`src/rtl/demux_stream_pkg.sv`:
```
// Shared definitions for the demux_stream_router block:
// the select-width helper and the default channel count.
package demux_stream_pkg;

    // Default number of output channels when the top is not overridden.
    localparam int DEMUX_DEFAULT_NCH = 8;

    // Select width for n channels, never narrower than one bit.
    function automatic int sel_width(input int n);
        int w;
        w = $clog2(n);
        return (w < 1) ? 1 : w;
    endfunction

endpackage

```
`src/rtl/demux_stream_slot.sv`:
```
// One-entry holding slot for a single output channel of demux_stream_router.
// A load in the same cycle as a pop refills the slot, so a consumer that
// keeps ready high sees one word per cycle without a bubble.
module demux_stream_slot
    import demux_stream_pkg::*;
#(
    parameter int DW = 1
) (
    input  logic          clk,
    input  logic          rst_n,
    input  logic          load,
    input  logic [DW-1:0] load_data,
    input  logic          pop,
    output logic          valid,
    output logic [DW-1:0] data
);

    logic          valid_p1;
    logic [DW-1:0] data_p1;

    // Slot register: load wins over pop, data is kept while the slot is empty.
    always_ff @(posedge clk or negedge rst_n) begin
        if (!rst_n) begin
            valid_p1 <= 1'b0;
            data_p1  <= '0;
        end else begin
            if (load) begin
                valid_p1 <= 1'b1;
                data_p1  <= load_data;
            end else if (pop) begin
                valid_p1 <= 1'b0;
            end
        end
    end

    assign valid = valid_p1;
    assign data  = data_p1;

endmodule

```
`src/rtl/demux_stream_router.sv`:
```
// demux_stream_router: registered 1-to-N_CH demultiplexer for valid/ready
// streams. Each channel owns a one-entry slot, so a stalled consumer only
// blocks words addressed to it. Selects that name no channel (possible when
// N_CH is not a power of two) are accepted, discarded and flagged on drop.
// Optional broadcast: define DEMUX_STREAM_BCAST_EN to add in_bcast, which
// writes one word into every slot at once when all of them are free.
module demux_stream_router
    import demux_stream_pkg::*;
#(
    parameter  int N_CH  = DEMUX_DEFAULT_NCH,
    parameter  int DW    = 1,
    localparam int SEL_W = sel_width(N_CH)
) (
    input  logic               clk,
    input  logic               rst_n,
`ifdef DEMUX_STREAM_BCAST_EN
    input  logic               in_bcast,
`endif
    input  logic               in_valid,
    output logic               in_ready,
    input  logic [DW-1:0]      in_data,
    input  logic [SEL_W-1:0]   in_sel,
    output logic [N_CH-1:0]    out_valid,
    input  logic [N_CH-1:0]    out_ready,
    output logic [N_CH*DW-1:0] out_data,
    output logic               drop
);

    // Select space padded to a power of two so any in_sel value indexes safely.
    localparam int N_PAD = 1 << SEL_W;

    logic [N_CH-1:0]  free;
    logic [N_PAD-1:0] free_pad;
    logic [N_CH-1:0]  load;
    logic [N_CH-1:0]  pop;
    logic             sel_legal;
    logic             xfer;
    logic             drop_next;
    logic             drop_p1;

    // A slot can take a word if it is empty or is being drained this cycle.
    assign free = ~out_valid | out_ready;
    assign pop  = out_valid & out_ready;

    // Unused select codes read as not-free here but are overridden below.
    always_comb begin
        free_pad           = '0;
        free_pad[N_CH-1:0] = free;
    end

    assign sel_legal = (int'(in_sel) < N_CH);

    // Ready depends only on slot state, out_ready and the select, never on in_valid.
    always_comb begin
        in_ready = sel_legal ? free_pad[in_sel] : 1'b1;
`ifdef DEMUX_STREAM_BCAST_EN
        if (in_bcast) begin
            in_ready = &free;
        end
`endif
    end

    assign xfer = in_valid & in_ready;

    // Decode an accepted word into slot loads, or into a drop for an illegal select.
    always_comb begin
        load      = '0;
        drop_next = 1'b0;
        if (xfer) begin
`ifdef DEMUX_STREAM_BCAST_EN
            if (in_bcast) begin
                load = '1;
            end else
`endif
            if (sel_legal) begin
                for (int k = 0; k < N_CH; k++) begin
                    if (in_sel == SEL_W'(k)) begin
                        load[k] = 1'b1;
                    end
                end
            end else begin
                drop_next = 1'b1;
            end
        end
    end

    // One holding slot per channel; all share the input payload.
    for (genvar k = 0; k < N_CH; k++) begin : g_slot
        demux_stream_slot #(
            .DW(DW)
        ) u_slot (
            .clk       (clk),
            .rst_n     (rst_n),
            .load      (load[k]),
            .load_data (in_data),
            .pop       (pop[k]),
            .valid     (out_valid[k]),
            .data      (out_data[k*DW +: DW])
        );
    end

    // Drop flag: one-cycle pulse after a discarded word.
    always_ff @(posedge clk or negedge rst_n) begin
        if (!rst_n) begin
            drop_p1 <= 1'b0;
        end else begin
            drop_p1 <= drop_next;
        end
    end

    assign drop = drop_p1;

endmodule

```
`config.mk`:
```
export PLATFORM = sky130hd
export DESIGN_NAME = demux_stream_router
export DESIGN_NICKNAME = d
export VERILOG_FILES = /design/src/rtl/demux_stream_pkg.sv /design/src/rtl/demux_stream_slot.sv /design/src/rtl/demux_stream_router.sv
export SDC_FILE = /design/constraint.sdc
export NUM_CORES = 1
export LEC_CHECK = 0
export CAP_MARGIN = 20
export CORE_MARGIN = 10
export CORE_UTILIZATION = 43
export CTS_CLUSTER_DIAMETER = 80
export DETAILED_ROUTE_END_ITERATION = 8
export PLACE_DENSITY_LB_ADDON = 0.12
export SLEW_MARGIN = 20
export SYNTH_ARGS = -nofsm -noshare
export SYNTH_HDL_FRONTEND = slang
export SYNTH_SLANG_ARGS = --single-unit
export TNS_END_PERCENT = 10
```
`constraint.sdc`:
```
create_clock -name clk -period 2 [get_ports clk]
set_clock_uncertainty 0.15 [all_clocks]
set_input_delay 0.2 -clock clk [delete_from_list [all_inputs] [get_ports clk]]
set_output_delay 0.2 -clock clk [all_outputs]
set_load 0.02 [all_outputs]
```
==> impl_results.md, run 1 <==
- Number of global-route vias before repair: 734
- Nets@finish: 130
- Hold_sp: out_ready[3]
- DRT iter0 DRCs: 20
- Max VDD drop: ~0.00054 V
- Compound-Gate Fraction of Synth Area: under 10%
- Fin. Hold Viols: 0
- HPWL Detailed: around 1.7 mm
- Main combinational cell family by area after synthesis: simple AND/OR/NAND/NOR gates
- CTS buffer count: 3
- IO Pins: 33
- CTS Hold Bufs: 0
- Clock sinks: 16
- Status: finished clean
- Worst-path maximum fanout: 3
- Design Area, Final: 1260 um2
- Synthesis Warnings: 0
- Reg2reg start: g_slot[4].u_slot.valid$_DFFE_PN0P_
- Count of cell types in the netlist: 28
- RSZ-0062 raised after global routing: false
- Average wire per standard cell: between 10 and 15 um
- Pwr Density: 669 nW/um2
- Clock tree buffer depth: 2
- Worst-path clk slew: about 0.080 ns
- Worst setup EP type: output pin
- DRT Pass-1 Iters: 3
- Clk root buf: clkbuf_4
- Post-synth EDFFs: 0
- Startpoint types: flip-flop
- Starting Density: 46.0%
- Fmax: ~0.53 GHz
- First-pass GRT wire length: 3.34 mm
- Leak: roughly 0.58 nW
- Syn-to-layout area delta: 38.5%
- Core area: slightly below 2000 um2
- Layout cell share with drive strength beyond 1: a little over a quarter
- Hold path cells: 2
- Mux contribution to synthesized area: ~10%
- DP Worst Slack: -0.459 ns
- Total power: around 840 uW
- Worst flop-to-flop path endpoint: g_slot[6].u_slot.data$_DFFE_PN0P_
- DRC viols: 0
- #FFs+latches synth: 16
- Setup violations, final: 0
- Adder-Cell Fraction of Synth Area: 0%
- Post-Syn Area: 911 um2
- Placed cell area: between 1000 and 1500 um2
- N_diodes: 0
- Filler cells: ~160
- Die Area: roughly 4400 um2
- Grt total ovfl: 0
- Critical Path AT: 1.55 ns
- CTS tree: built
- Drt via density: ~4.7
- ANT nets after route: 0
- GRT Total Usage: around 9.8%
- Worst reg2reg path depth: 5
- Synth Area in XOR/XNOR: 0%
- Fin crit period: about 1.9 ns
- Die width: approximately 66 um
- Pin count of the biggest net entering global routing: 10
- Min-Delay Path Class: input pin to flip-flop
- Synth Net Count: 98
- Top_reg_cell synth: dfrtp_1
- Reg area: ~400 um2
- Gpl congestion: ~0.75
- Critical path class: flip-flop to output pin
- Avg Synthesized Cell Area: between 10 and 15 um2
- Chip height: roughly 66 um
- Final core utilization: between 60% and 70%
- Seq/Total Area, Yosys: a little over two fifths
- Async SR Flop Fraction: 100%
- Final Max Slew Viols: 0
- FP Rows: 16
- Wirelength, routed: ~2.1 mm
- Post-synthesis simple-gate area fraction: just under 20%
- Hold EP: g_slot[3].u_slot.valid$_DFFE_PN0P_
- Post-Syn Instances: between 80 and 90
- DR vias: 656
- Period utilisation layout: 94.8%
- Reg2Reg Setup Slack: roughly 0.21 ns
- Worst setup margin: between 0.1 and 0.15 ns
- H-tree levels: 1
- Req. time, crit path: around 1.7 ns
- Buffers on Ports: 31
- Hold Worst Slack: between 0.015 and 0.02 ns
- Clock Latency Late Sink: between 0.2 and 0.3 ns
- Area of the multi-input gates: around 360 um2
- Initial antenna violation count: 0
- Max-cap viol count: 0
## cell usage after synthesis (3+ instances only)
cell       n  share of area, %
o21ai_0    4               2.2
inv_1      4               1.6
buf_4     18                15
nand4b_1   3               2.9
mux2_1     3               3.7
or2_2      3               2.1
dfrtp_1   16                44
nor2b_1    5               3.4
mux2_2     5               6.2
nand2_1    4               1.6
## critical path, stage by stage, from the launching register on
cell,delay [ns]
dfrtp_1,0.39
and4b_1,0.18
a311oi_2,0.31
o211ai_1,0.13
o21ai_1,0.09
buf_4,0.15
## report_power, final
group | switching, mW | internal (mW) | leakage [nW]
registers | 0.0225 | 0.369 | 0.206
clock network | 0.0932 | 0.0699 | 0.0138
logic | 0.131 | 0.158 | 0.357
## cell usage in the layout, fill, tap and decap left out, drive strengths merged, types with 3 or more instances in the layout
cell and count:
buf 16, clkbuf 3, clkdlybuf4s50 27, dfrtp 16
dlymetal6s2s 3, inv 4, mux2 8, nand2 4
nand4b 3, nor2b 6, o21ai 4, or2 3
## worst max-delay path by stage
stage | start | end | slack (ns) | depth (start not counted)
5_1_grt | g_slot[3].u_slot.valid$_DFFE_PN0P_ | in_ready | 0.01 | 5
3_5_place_dp | in_sel[0] | in_ready | -0.46 | 7
4_1_cts | in_sel[0] | in_ready | 0.008 | 7
3_3_place_gp | in_sel[0] | in_ready | -0.43 | 7
6_report | g_slot[3].u_slot.valid$_DFFE_PN0P_ | in_ready | 0.10 | 5
2_1_floorplan | g_slot[4].u_slot.valid$_DFFE_PN0P_ | g_slot[6].u_slot.data$_DFFE_PN0P_ | 0.40 | 4
## registers in the layout, indices dropped and copies added (netlist names)
name                 flops
g_slot.u_slot.valid      8
g_slot.u_slot.data       8
## cells by family after synthesis
family,after synthesis
other,1
buffers and inverters,23
AND/OR/NAND/NOR,26
multiplexers,8
flip-flops,16
AO/OA/AOI/OAI,9
## layout make-up
class	count	share of cell area [%]
Timing Repair Buffer	46	34.2
Sequential cell	16	31.7
Multi-Input combinational cell	44	28.4
Tap cell	27	2.68
Clock buffer	3	1.79
Inverter	4	1.19
## layer usage
layer	share of wire, %	up-vias	GRT usage [%]
met4	1.1	0	4.19
met3	9.3	4	4.58
met1	38	304	10.2
met5	0	-	0
li1	-	328	-
met2	52	20	16.7
## per-stage QoR
stage | std cells | setup TNS (ns)
finish | 140 | 0
global route | 140 | 0
CTS | 140 | 0
detailed placement | 137 | -1.10
global placement | 137 | -0.958
floorplan | 83 | 0
## repair_timing
| action | in CTS | in global routing |
|---|---|---|
| cloned | 0 | 0 |
| pin swaps | 0 | 2 |
| setup buffers | 0 | 0 |
| endpoints found under the setup margin | 2 | 3 |
| resized for setup | 7 | 5 |
| hold endpoints to repair | 0 | 0 |
Power figures use the tool's default switching activity.
==> run 2: changes to the inputs <==
--- a/config.mk
+++ b/config.mk
@@ -5,7 +5,6 @@
 export SDC_FILE = /design/constraint.sdc
 export NUM_CORES = 1
 export LEC_CHECK = 0
-export CAP_MARGIN = 20
 export CORE_MARGIN = 10
 export CORE_UTILIZATION = 43
 export CTS_CLUSTER_DIAMETER = 80
==> results of run 2 <==
No change in the layout: final DEF, timing and power equal those of run 1.
==> run 3: changes to the inputs <==
--- a/config.mk
+++ b/config.mk
@@ -5,10 +5,10 @@
 export SDC_FILE = /design/constraint.sdc
 export NUM_CORES = 1
 export LEC_CHECK = 0
-export CORE_MARGIN = 10
-export CORE_UTILIZATION = 43
+export CORE_UTILIZATION = 26
 export CTS_CLUSTER_DIAMETER = 80
 export DETAILED_ROUTE_END_ITERATION = 8
+export GPL_ROUTABILITY_DRIVEN = 0
 export PLACE_DENSITY_LB_ADDON = 0.12
 export SLEW_MARGIN = 20
 export SYNTH_ARGS = -nofsm -noshare
==> impl_results.md, run 3 (same netlist as run 1, synthesis figures left out) <==
- Status: finished clean (unchanged)
- IO Pins: 33 (unchanged)
- Layout cell share with drive strength beyond 1: 27.4% (unchanged)
- DRC viols: 0 (unchanged)
- Clock tree buffer depth: 2 (unchanged)
- Fin crit period: 1.89 ns (was 1.90 ns)
- Min-Delay Path Class: input pin to async pin (was input pin to flip-flop)
- Period utilisation layout: 94.4% (was 94.8%)
- Area of the multi-input gates: 349 um2 (was 358 um2)
- First-pass GRT wire length: 3.21 mm (was 3.34 mm)
- Nets@finish: 130 (unchanged)
- Die Area: 3740 um2 (was 4360 um2)
- RSZ-0062 raised after global routing: false (unchanged)
- Worst-path clk slew: 0.09 ns (was 0.08 ns)
- Clk pwr share: 19.8% (was 19.3%)
- Clk root buf: clkbuf_4 (unchanged)
- Initial antenna violation count: 0 (unchanged)
- CTS tree: built (unchanged)
- Seq pwr share: 46.5% (was 46.4%)
- Chip height: 61.2 um (was 66.0 um)
- Drt via density: 4.20 (was 4.69)
- Max-cap viol count: 0 (unchanged)
- Clock sinks: 16 (unchanged)
- Leak: 0.546 nW (was 0.577 nW)
- Commonest non-fill, non-tap cell in the layout: clkdlybuf4s50_1 (unchanged)
- H-tree levels: 1 (unchanged)
- NetSw: 245 uW (was 247 uW)
- Reg2reg start: g_slot[4].u_slot.valid$_DFFE_PN0P_ (unchanged)
- Grt total ovfl: 0 (unchanged)
- FP Rows: 21 (was 16)
- Commonest non-fill, non-tap cells in the layout: clkdlybuf4s50_1, dfrtp_1, buf_4, nor2b_1, mux2_2 (unchanged)
- Critical path class: input pin to output pin (was flip-flop to output pin)
- Die width: 61.2 um (was 66.0 um)
- Worst setup EP type: output pin (unchanged)
- Final Max Slew Viols: 0 (unchanged)
- Int Power: 594 uW (was 597 uW)
- HPWL Detailed: 1.50 mm (was 1.74 mm)
- Starting Density: 27.3% (was 46.0%)
- Buf/Inv on CP: 2 (was 1)
- DRT Pass-1 Iters: 4 (was 3)
- Slowest cell on crit path: clkdlybuf4s50_1 (was dfrtp_1)
- Setup TNS: 0 ns (unchanged)
- GRT Total Usage: 12.3% (was 9.81%)
- Total power: 839 uW (was 844 uW)
- Reg2Reg Setup Slack: 0.22 ns (was 0.21 ns)
- Clock Latency Late Sink: 0.28 ns (about the same)
- N_diodes: 0 (unchanged)
- Pwr Density: 666 nW/um2 (was 669 nW/um2)
- Comb power frac: 33.6% (was 34.3%)
- DRT iter0 DRCs: 12 (was 20)
- Buffers on Ports: 31 (unchanged)
- CTS buffer count: 3 (unchanged)
- Syn-to-layout area delta: 38.3% (was 38.5%)
- Switch share: 29.2% (was 29.3%)
- Max VDD drop: 0.000206 V (was 0.000542 V)
- Fin. Hold Viols: 0 (unchanged)
- Average wire per standard cell: 12.1 um (was 14.8 um)
- Final core utilization: 37.8% (was 63.6%)
- Number of global-route vias before repair: 689 (was 734)
- Setup violations, final: 0 (unchanged)
- CP delay by family, top: buffers and inverters (was compound AO/OA/AOI/OAI gates)
- ANT nets after route: 0 (unchanged)
- DR vias: 668 (was 656)
- Reg area: 400 um2 (unchanged)
- Core area: 3340 um2 (was 1980 um2)
- Worst-path maximum fanout: 2 (was 3)
- Req. time, crit path: 1.65 ns (about the same)
- CP cell instances: clkdlybuf4s50_1 > and4b_1 > a311oi_2 > o211ai_1 > o21ai_0 > buf_2 (was and4b_1 > a311oi_2 > o211ai_1 > o21ai_1 > buf_4)
- Slowest cell delay on critical path: 0.48 ns (was 0.39 ns)
- Startpoint types: input pin (was flip-flop)
- Wirelength, routed: 1.93 mm (was 2.07 mm)
- Postcts setup bufs: 0 (unchanged)
- Fmax: 0.530 GHz (was 0.527 GHz)
- Critical Path AT: 1.54 ns (was 1.55 ns)
- Filler cells: 356 (was 163)
- Pin count of the biggest net entering global routing: 17 (was 10)
- Worst reg2reg path depth: 5 (unchanged)
- Worst flop-to-flop path endpoint: g_slot[6].u_slot.data$_DFFE_PN0P_ (unchanged)
## run 3: changes by cell type in the layout (fill, tap and decap cells not counted), sizes merged
cell,change
dlymetal6s2s,-3
dlygate4sd2,+2
clkdlybuf4s50,+1
## run 3: cell type report
| cell class | instances | area share, % |
|---|---|---|
| timing repair buffer | 46 | 33.0 |
| sequential | 16 | 31.8 |
| multi-input combinational | 44 | 27.7 |
| tap | 46 | 4.57 |
| clock buffer | 3 | 1.79 |
| inverter | 4 | 1.19 |
## run 3: routing by layer
layer,GRT usage [%],wire (um),vias to the layer above,part of all wire [%]
li1,-,-,329,-
met1,16.5,906,316,47
met2,18.5,875,21,45
met3,2.94,132,2,6.8
met4,5.84,15,0,0.78
met5,0,0,-,0
## run 3: worst max-delay path by stage
stage                                             from                                 to  depth (start not counted)
global placement                             in_sel[0]                           in_ready                          7
floorplan           g_slot[4].u_slot.valid$_DFFE_PN0P_  g_slot[6].u_slot.data$_DFFE_PN0P_                          4
global route                              out_ready[3]                           in_ready                          6
CTS                 g_slot[3].u_slot.valid$_DFFE_PN0P_                           in_ready                          5
finish                                    out_ready[3]                           in_ready                          6
detailed placement                           in_sel[0]                           in_ready                          7
## run 3: repair_timing
action,4_1_cts,5_1_grt
hold buffers,0,0
resized for setup,7,0
endpoints found under the setup margin,3,1
pin swaps,0,1
## run 3: power groups by stage
stage | registers, mW | logic, mW | clock network (mW)
5_1_grt | 0.397 | 0.305 | 0.197
3_3_place_gp | 0.396 | 0.288 | 0
4_1_cts | 0.392 | 0.286 | 0.183
2_1_floorplan | 0.392 | 0.198 | 0
3_5_place_dp | 0.398 | 0.287 | 0
6_report | 0.390 | 0.282 | 0.166
## run 3: through the flow
step / instance area [um2] / worst slack, ns / cells / hold WS, ns
2_1_floorplan: 911 / 0.400 / 83 / -0.246
3_3_place_gp: 1240 / -0.525 / 156 / 0.325
3_5_place_dp: 1240 / -0.506 / 156 / 0.330
4_1_cts: 1260 / 0.0499 / 159 / 0.0818
5_1_grt: 1260 / 0.0147 / 159 / 0.0832
6_report: 1260 / 0.112 / 159 / 0.0838
## run 3: worst register-to-register path, stage by stage (launching register included)
cell	delay (ns)
dfrtp_1	0.38
nor2b_1	0.15
a22o_1	0.22
buf_4	0.13
nor4b_2	0.28
mux2_2	0.36
